==> src/rtl/acumulador_saida.sv <==
`default_nettype none
// ============================================================================
// Module   : acumulador_saida
// Purpose  : Output accumulator for the adder stage. Sums a programmed number
//            of 8-bit samples (signed or unsigned) into a saturating 10-bit
//            total, then holds the total until the downstream consumer takes it.
// Revision : 1.0 - initial release
// ============================================================================
module acumulador_saida (
  input  logic       clk,
  input  logic       rst_n,
  input  logic       inicio,
  input  logic [3:0] quantidade,
  input  logic [1:0] codigo,
  input  logic [7:0] entrada,
  input  logic       entrada_valida,
  output logic       entrada_pronta,
  output logic [9:0] acumulado,
  output logic       saida_valida,
  input  logic       saida_pronta,
  output logic       overflow,
  output logic [4:0] contagem
);

  // Clamp limits of the 10-bit result
  localparam logic [9:0] C_MAX_SIGNED   = 10'h1FF;
  localparam logic [9:0] C_MIN_SIGNED   = 10'h200;
  localparam logic [9:0] C_MAX_UNSIGNED = 10'h3FF;

  typedef enum logic [1:0] {
    OCIOSO    = 2'd0,
    ACUMULA   = 2'd1,
    RESULTADO = 2'd2
  } estado_t;

  estado_t    estado_q;
  logic [4:0] quant_q;       // latched run length, 1..16
  logic       signed_q;      // latched mode: 1 = signed
  logic [9:0] acc_q;
  logic       ovf_q;
  logic [4:0] cnt_q;
  logic       saida_valida_q;

  logic [10:0] ext_in;
  logic [10:0] ext_acc;
  logic [10:0] soma;
  logic [9:0]  acc_d;
  logic        clamp_d;
  logic [4:0]  cnt_d;

  // Extend sample and running total to 11 bits, add exactly, then saturate
  always_comb begin
    ext_in  = signed_q ? {{3{entrada[7]}}, entrada} : {3'b000, entrada};
    ext_acc = signed_q ? {acc_q[9], acc_q}          : {1'b0, acc_q};
    soma    = ext_in + ext_acc;
    acc_d   = soma[9:0];
    clamp_d = 1'b0;
    if (signed_q) begin
      // Bits 10 and 9 disagree only when the true sum leaves -512..511
      if (!soma[10] && soma[9]) begin
        acc_d   = C_MAX_SIGNED;
        clamp_d = 1'b1;
      end else if (soma[10] && !soma[9]) begin
        acc_d   = C_MIN_SIGNED;
        clamp_d = 1'b1;
      end
    end else if (soma[10]) begin
      acc_d   = C_MAX_UNSIGNED;
      clamp_d = 1'b1;
    end
    cnt_d = cnt_q + 5'd1;
  end

  // Control FSM together with the accumulator datapath registers
  always_ff @(posedge clk or negedge rst_n) begin
    if (!rst_n) begin
      estado_q       <= OCIOSO;
      quant_q        <= 5'd16;
      signed_q       <= 1'b0;
      acc_q          <= 10'd0;
      ovf_q          <= 1'b0;
      cnt_q          <= 5'd0;
      saida_valida_q <= 1'b0;
    end else begin
      case (estado_q)
        OCIOSO: begin
          if (inicio) begin
            quant_q  <= (quantidade == 4'd0) ? 5'd16 : {1'b0, quantidade};
            signed_q <= (codigo == 2'b00);
            acc_q    <= 10'd0;
            ovf_q    <= 1'b0;
            cnt_q    <= 5'd0;
            estado_q <= ACUMULA;
          end
        end
        ACUMULA: begin
          if (entrada_valida) begin
            acc_q <= acc_d;
            ovf_q <= ovf_q | clamp_d;
            cnt_q <= cnt_d;
            if (cnt_d == quant_q) begin
              estado_q       <= RESULTADO;
              saida_valida_q <= 1'b1;
            end
          end
        end
        RESULTADO: begin
          if (saida_pronta) begin
            estado_q       <= OCIOSO;
            saida_valida_q <= 1'b0;
          end
        end
        default: begin
          estado_q       <= OCIOSO;
          saida_valida_q <= 1'b0;
        end
      endcase
    end
  end

  assign entrada_pronta = (estado_q == ACUMULA);
  assign saida_valida   = saida_valida_q;
  assign acumulado      = acc_q;
  assign overflow       = ovf_q;
  assign contagem       = cnt_q;

endmodule
`default_nettype wire
==> config.mk <==
export PLATFORM = sky130hd
export DESIGN_NAME = acumulador_saida
export DESIGN_NICKNAME = d
export VERILOG_FILES = /design/src/rtl/acumulador_saida.sv
export SDC_FILE = /design/constraint.sdc
export NUM_CORES = 1
export LEC_CHECK = 0
export BUFFER_PORTS_ARGS = -buffer_cell sky130_fd_sc_hd__buf_2
export CAP_MARGIN = 20
export CORE_MARGIN = 2
export CORE_UTILIZATION = 55
export CTS_CLUSTER_SIZE = 16
export DETAILED_ROUTE_END_ITERATION = 7
export PLACE_DENSITY_LB_ADDON = 0.12
export SYNTH_ARGS = -nofsm -noshare
export SYNTH_HDL_FRONTEND = slang
export SYNTH_SLANG_ARGS = --single-unit
==> constraint.sdc <==
create_clock -name clk -period 4.8 [get_ports clk]
set_input_delay 0.96 -clock clk [delete_from_list [all_inputs] [get_ports clk]]
set_output_delay 0.96 -clock clk [all_outputs]
set_load 0.1 [all_outputs]
==> metrics.cfg, run 1 <==
[synthesis]
synth_edf_count = 0
synth-async-reset-ratio = 1.00
syn_nets = 187
synth_cell_types = 43
syn_inst = 156
synthFlopType = dfrtp_1
synth_warnings = 0
syn_area_um2 = 1610
ys_seq_area_frac = 0.390
synth.avg_cell_area_um2 = 10.3
ys_ff_latch = 25

[final_layout]
area_growth_pct = 14.9
final_nets = 226
multi_input_area_um2 = 952
final_common_cell = buf_2
final_cell_mix = buf_2, dfrtp_1, nand2_1, ha_1
fillCellCount = 226
drive_gt1_frac = 0.320
diodes = 0
design_area_um2 = 1840
final_util = 0.669
regArea_um2 = 627

[route]
drcViolationCount = 0
drtIter0Drc = 39
drtPass1Iterations = 5
vias = 1365
routed_via_density = 6.07
routed_wl_um = 3350
post_drt_wl_per_cell_um = 14.9
postRouteAntennaNets = 0

[worst_setup_path]
r2r-start = signed_q
end_kind = register
crit_chain = buf_2, and2_1, ha_1, and3_4, a221o_1, a311o_1, o2111ai_2, o31ai_4, a311o_1
critPathKind = input pin to register
crit_path_max_fanout = 9
worstPathRequired_ps = 5020
crit_top_cell = a311o_1
r2r-end = acumulado[8]
slowest_delay_ps = 360
r2r_cells = 8
reg2reg_slack_ps = 2100
slowest_stage = ha_1
arrival_ps = 3190
cp-start-kind = input pin

[clock_tree]
clock_sinks = 25
tritoncts = built
cts_max_level = 1
cts_buffer_depth = 2
cts_resized = 0
root_buffer = clkbuf_4
clk_pin_slew_ps = 130
hold_buffers = 0
insertion_delay_ps = 310
cts_made_buffers = 3
postCtsSetupBuffers = 0

[global_routing]
grt_usage = 0.217
grt_pass1_vias = 1286
grt_first_pass_wirelength_um = 5750
grt_max_degree = 26
overflow = 0
antenna_found_initial = 0

[floorplanning]
dieArea_um2 = 3370
num_rows = 19
die_height_um = 58.0
io_pins = 37
die_width_um = 58.0
coreArea_um2 = 2760
initial_utilization = 0.582

[placed_design]
dp_hpwl_um = 2610
portBuffers = 36
dpl_cell_area_um2 = 1820
gp_congestion = 0.838

[job]
drv_cap = 0

[timing]
worst_pin_slew_ps = 1100
fmax_mhz = 337
post-route-min-period_ps = 2970
slew_violations = 0
finalClockSkew_ps = 0.966
rsz0062_at_grt = no
setup-violations-final = 0
whs_ps = 519
tns_ps = 0
fin_crit_sh = 0.619
final_hold_viol_count = 0
slew_headroom = 0.265

[run_status]
status = finished, final reports clean

[hold_path]
min_to = saida_valida
hp-start = saida_valida
min_path_type = register to register
min_path_cells = 2

[Yosys cell counts (2+ instances only)]
master,number,area share
xnor2_1,9,0.049
o21bai_1,2,0.0094
nand2_1,16,0.037
and2_1,2,0.0078
xor2_1,6,0.033
a221o_2,8,0.056
mux2_2,5,0.035
dfrtp_1,24,0.37
a22o_1,2,0.011
a311o_1,2,0.012
o21ai_0,9,0.028
ha_1,11,0.086
nor2_1,9,0.021
nor3_1,2,0.0062
a21o_1,4,0.019
a21oi_1,7,0.022
or2_2,2,0.0078
inv_1,5,0.012
nand3_1,4,0.012
a31oi_1,2,0.0078
nor2b_1,2,0.0078
o211ai_1,2,0.0094
[critical path, delay by kind of cell]
family / cells / cell delay, ps
AOI/OAI and AO/OA: 5 / 1330
and+or+nand+nor: 2 / 410
adders and majority gates: 1 / 360
buffers and inverters: 1 / 130
[area by class of cell]
| cell class | count | area share |
|---|---|---|
| clock buffers | 3 | 0.0122 |
| clock inverters | 1 | 0.00271 |
| inverters | 5 | 0.0102 |
| multi-input cells | 124 | 0.516 |
| flip-flops and latches | 25 | 0.340 |
| well taps | 31 | 0.0210 |
| repair buffers | 36 | 0.0977 |
[per-layer routing]
layer / vias to the layer above / global-route usage / routed length, um
li1: 665 / - / -
met1: 675 / 0.311 / 1610
met2: 25 / 0.359 / 1610
met3: 0 / 0.0424 / 128
met4: 0 / 0.0199 / 0
met5: - / 0 / 0
[worst max-delay path by stage]
stage	from	endpoint	slack, ps	depth (start not counted)
2_1_floorplan	acumulado[0]	overflow	1730	9
3_3_place_gp	entrada[7]	acumulado[8]	1520	9
3_5_place_dp	entrada[7]	acumulado[6]	1490	9
4_1_cts	entrada[7]	acumulado[8]	1830	9
5_1_grt	entrada[0]	acumulado[4]	1670	10
6_report	entrada[7]	acumulado[8]	1830	9
[registers in the layout, indices dropped and copies added, names as in the netlist]
name and flops:
contagem 5, saida_valida 1, quant_q 5, estado_q 2, overflow 1, signed_q 1
acumulado 10
[kinds of logic (layout without fill, tap and decap cells)]
kind of cell / after synthesis / count (layout) / share of synthesized area
AO/OA/AOI/OAI: 50 / 50 / 0.253
buffers and inverters: 7 / 45 / 0.0164
AND/OR/NAND/NOR: 42 / 42 / 0.125
XOR/XNOR: 15 / 15 / 0.0818
multiplexers: 5 / 5 / 0.0351
adder cells (fa/ha/maj): 12 / 12 / 0.0982
flip-flops: 25 / 25 / 0.390
[metrics by stage]
| stage | cells | setup slack (ps) |
|---|---|---|
| 6_report | 225 | 1830 |
| 5_1_grt | 225 | 1670 |
| 4_1_cts | 225 | 1830 |
| 3_5_place_dp | 221 | 1490 |
| 3_3_place_gp | 221 | 1520 |
| 2_1_floorplan | 156 | 1730 |
Power of run 1 is not shown: default switching activity piles up to over one toggle a cycle in this logic, so the estimate is an artifact.
==> run 2, diff against run 1 <==
--- a/config.mk
+++ b/config.mk
@@ -5,6 +5,7 @@
 export SDC_FILE = /design/constraint.sdc
 export NUM_CORES = 1
 export LEC_CHECK = 0
+export ABC_AREA = 1
 export BUFFER_PORTS_ARGS = -buffer_cell sky130_fd_sc_hd__buf_2
 export CAP_MARGIN = 20
 export CORE_MARGIN = 2
==> constraint.sdc (replaced) <==
create_clock -name clk -period 2.95 [get_ports clk]
set_input_delay 0.59 -clock clk [delete_from_list [all_inputs] [get_ports clk]]
set_output_delay 0.59 -clock clk [all_outputs]
set_load 0.1 [all_outputs]
==> metrics.cfg, run 2 <==
[final_layout]
area_growth_pct = 13.8
fillCellCount = 327  ; +45%
final_nets = 332  ; +47%
drive_gt1_frac = 0.243  ; -0.0763
largest_reg_flops = 10  ; unchanged
diodes = 0  ; unchanged
multi_input_area_um2 = 1110  ; +17%
final_common_cell = nand2_1
final_cell_mix = nand2_1, buf_2, inv_1, dfrtp_1, nor2_1
instances_no_fill = 346  ; +54%
regArea_um2 = 627  ; unchanged

[floorplanning]
die_width_um = 62.4  ; +7.6%
io_pins = 37  ; unchanged
die_height_um = 62.4  ; +7.6%
coreArea_um2 = 3310  ; +20%
initial_utilization = 0.567  ; -0.0149
num_rows = 21  ; +2
dieArea_um2 = 3900  ; +16%

[clock_tree]
cts_resized = 0  ; unchanged
root_buffer = clkbuf_4
clk_pin_slew_ps = 150  ; +20 ps
postCtsSetupBuffers = 0  ; unchanged
insertion_delay_ps = 320  ; about the same
cts_buffer_depth = 2  ; unchanged
cts_max_level = 1  ; unchanged
cts_made_buffers = 3  ; unchanged
hold_buffers = 0  ; unchanged
tritoncts = built
clock_sinks = 25  ; unchanged

[worst_setup_path]
critPathKind = register to register
reg2reg_slack_ps = 770  ; -1330 ps
r2r_cells = 11  ; +3
crit_path_max_fanout = 3  ; -6
r2r-start = acumulado[0]
r2r-end = acumulado[8]
end_kind = register
worstPathRequired_ps = 3230  ; -1790 ps
cp-start-kind = register
arrival_ps = 2460  ; -730 ps

[timing]
fin_crit_sh = 0.738
worst_pin_slew_ps = 692  ; -411 ps
post-route-min-period_ps = 2180
rsz0062_at_grt = no
slew_headroom = 0.538  ; +0.273
setup-violations-final = 0  ; unchanged
tns_ps = 0  ; unchanged
fmax_mhz = 459
finalClockSkew_ps = 6.88  ; +5.91 ps
slew_violations = 0  ; unchanged
final_hold_viol_count = 0  ; unchanged
whs_ps = 236  ; -283 ps

[synthesis]
synth_most_common_cell = nand2_1
yosysTopAreaCellShare = 0.320  ; -0.0543
synth_common_cells = nand2_1, inv_1, dfrtp_1
synth_edf_count = 0  ; unchanged
synth.avg_cell_area_um2 = 7.17  ; -30%
synth.area.top_cells = dfrtp_1, nand2_1, ha_1, inv_1, nand2_2
synth_top_area_cell = dfrtp_1
synth_warnings = 0  ; unchanged
ys_seq_area_frac = 0.334  ; -0.0567
syn_inst = 262  ; +68%
synth_cell_types = 31  ; -28%
ys_ff_latch = 25  ; unchanged
syn_nets = 293  ; +57%
syn_area_um2 = 1880  ; +17%
synthFlopType = dfrtp_1
synth-async-reset-ratio = 1.00  ; unchanged

[job]
drv_cap = 0  ; unchanged

[placed_design]
dp.cells = 342  ; +55%
portBuffers = 36  ; unchanged
gp_congestion = 0.831  ; -0.76%
dp_hpwl_um = 3070  ; +18%

[global_routing]
grt_first_pass_wirelength_um = 7080  ; +23%
antenna_found_initial = 0  ; unchanged
grt_usage = 0.220  ; +0.00255
overflow = 0  ; unchanged
grt_max_degree = 26  ; unchanged
grt_pass1_vias = 1550  ; +21%

[hold_path]
min_path_type = input pin to asynchronous set/reset pin

[route]
drtIter0Drc = 87  ; +120%
routed_wl_um = 3910  ; +16%
drcViolationCount = 0  ; unchanged
postRouteAntennaNets = 0  ; unchanged
vias = 1739  ; +27%
post_drt_wl_per_cell_um = 11.3  ; -24%
drtPass1Iterations = 4  ; -1
routed_via_density = 5.03  ; -17%

[run_status]
status = finished, final reports clean

run 2: kinds of logic (layout without fill, tap and decap cells):
group / after synthesis / count (layout) / synth area share
DFF: 25 / 25 / 0.334
xor gates and xnor gates: 10 / 10 / 0.0466
and+or+nand+nor: 155 / 155 / 0.387
AOI/OAI and AO/OA: 23 / 23 / 0.0740
buffers and inverters: 37 / 75 / 0.0746
adders and majority gates: 12 / 12 / 0.0839
run 2: worst max path at each step:
| stage | from | to | slack [ps] | cells past startpoint |
|---|---|---|---|---|
| after CTS | acumulado[0] | acumulado[8] | 760 | 11 |
| after floorplan | acumulado[0] | acumulado[8] | 370 | 11 |
| after global routing | acumulado[0] | acumulado[8] | 550 | 11 |
| after global placement | entrada[0] | acumulado[8] | 480 | 12 |
| final | acumulado[0] | acumulado[8] | 770 | 11 |
| after detailed placement | entrada[0] | acumulado[8] | 490 | 12 |
run 2: metal layers:
metal,vias to the layer above,part of all wire,track usage
li1,906,-,-
met1,796,0.50,0.325
met2,35,0.45,0.353
met3,2,0.041,0.0216
met4,0,0.0044,0.0417
met5,-,0,0
run 2: area by class of cell:
class	count	share of cell area
Clock inverter	1	0.00351
Clock buffer	3	0.0105
Sequential cell	25	0.293
Inverter	35	0.0615
Timing Repair Buffer	36	0.0843
Multi-Input combinational cell	200	0.520
Tap cell	46	0.0269
run 2: critical path, cell delays in order, from the launching register on:
cell	delay, ps
dfrtp_1	400
ha_1	230
inv_1	70
fa_1	390
inv_1	150
a31oi_1	160
o21ai_0	240
xor2_1	230
nor2_1	60
nor2_1	80
nand2_1	70
nand2_1	50
run 2: stage by stage:
stage	cell area, um2	setup slack [ps]	util
finish	2140	772	0.646
global route	2140	547	0.646
CTS	2140	762	0.646
detailed placement	2110	492	0.636
global placement	2110	479	0.636
floorplan	1880	367	-
Power of run 2 is left out for the same reason.
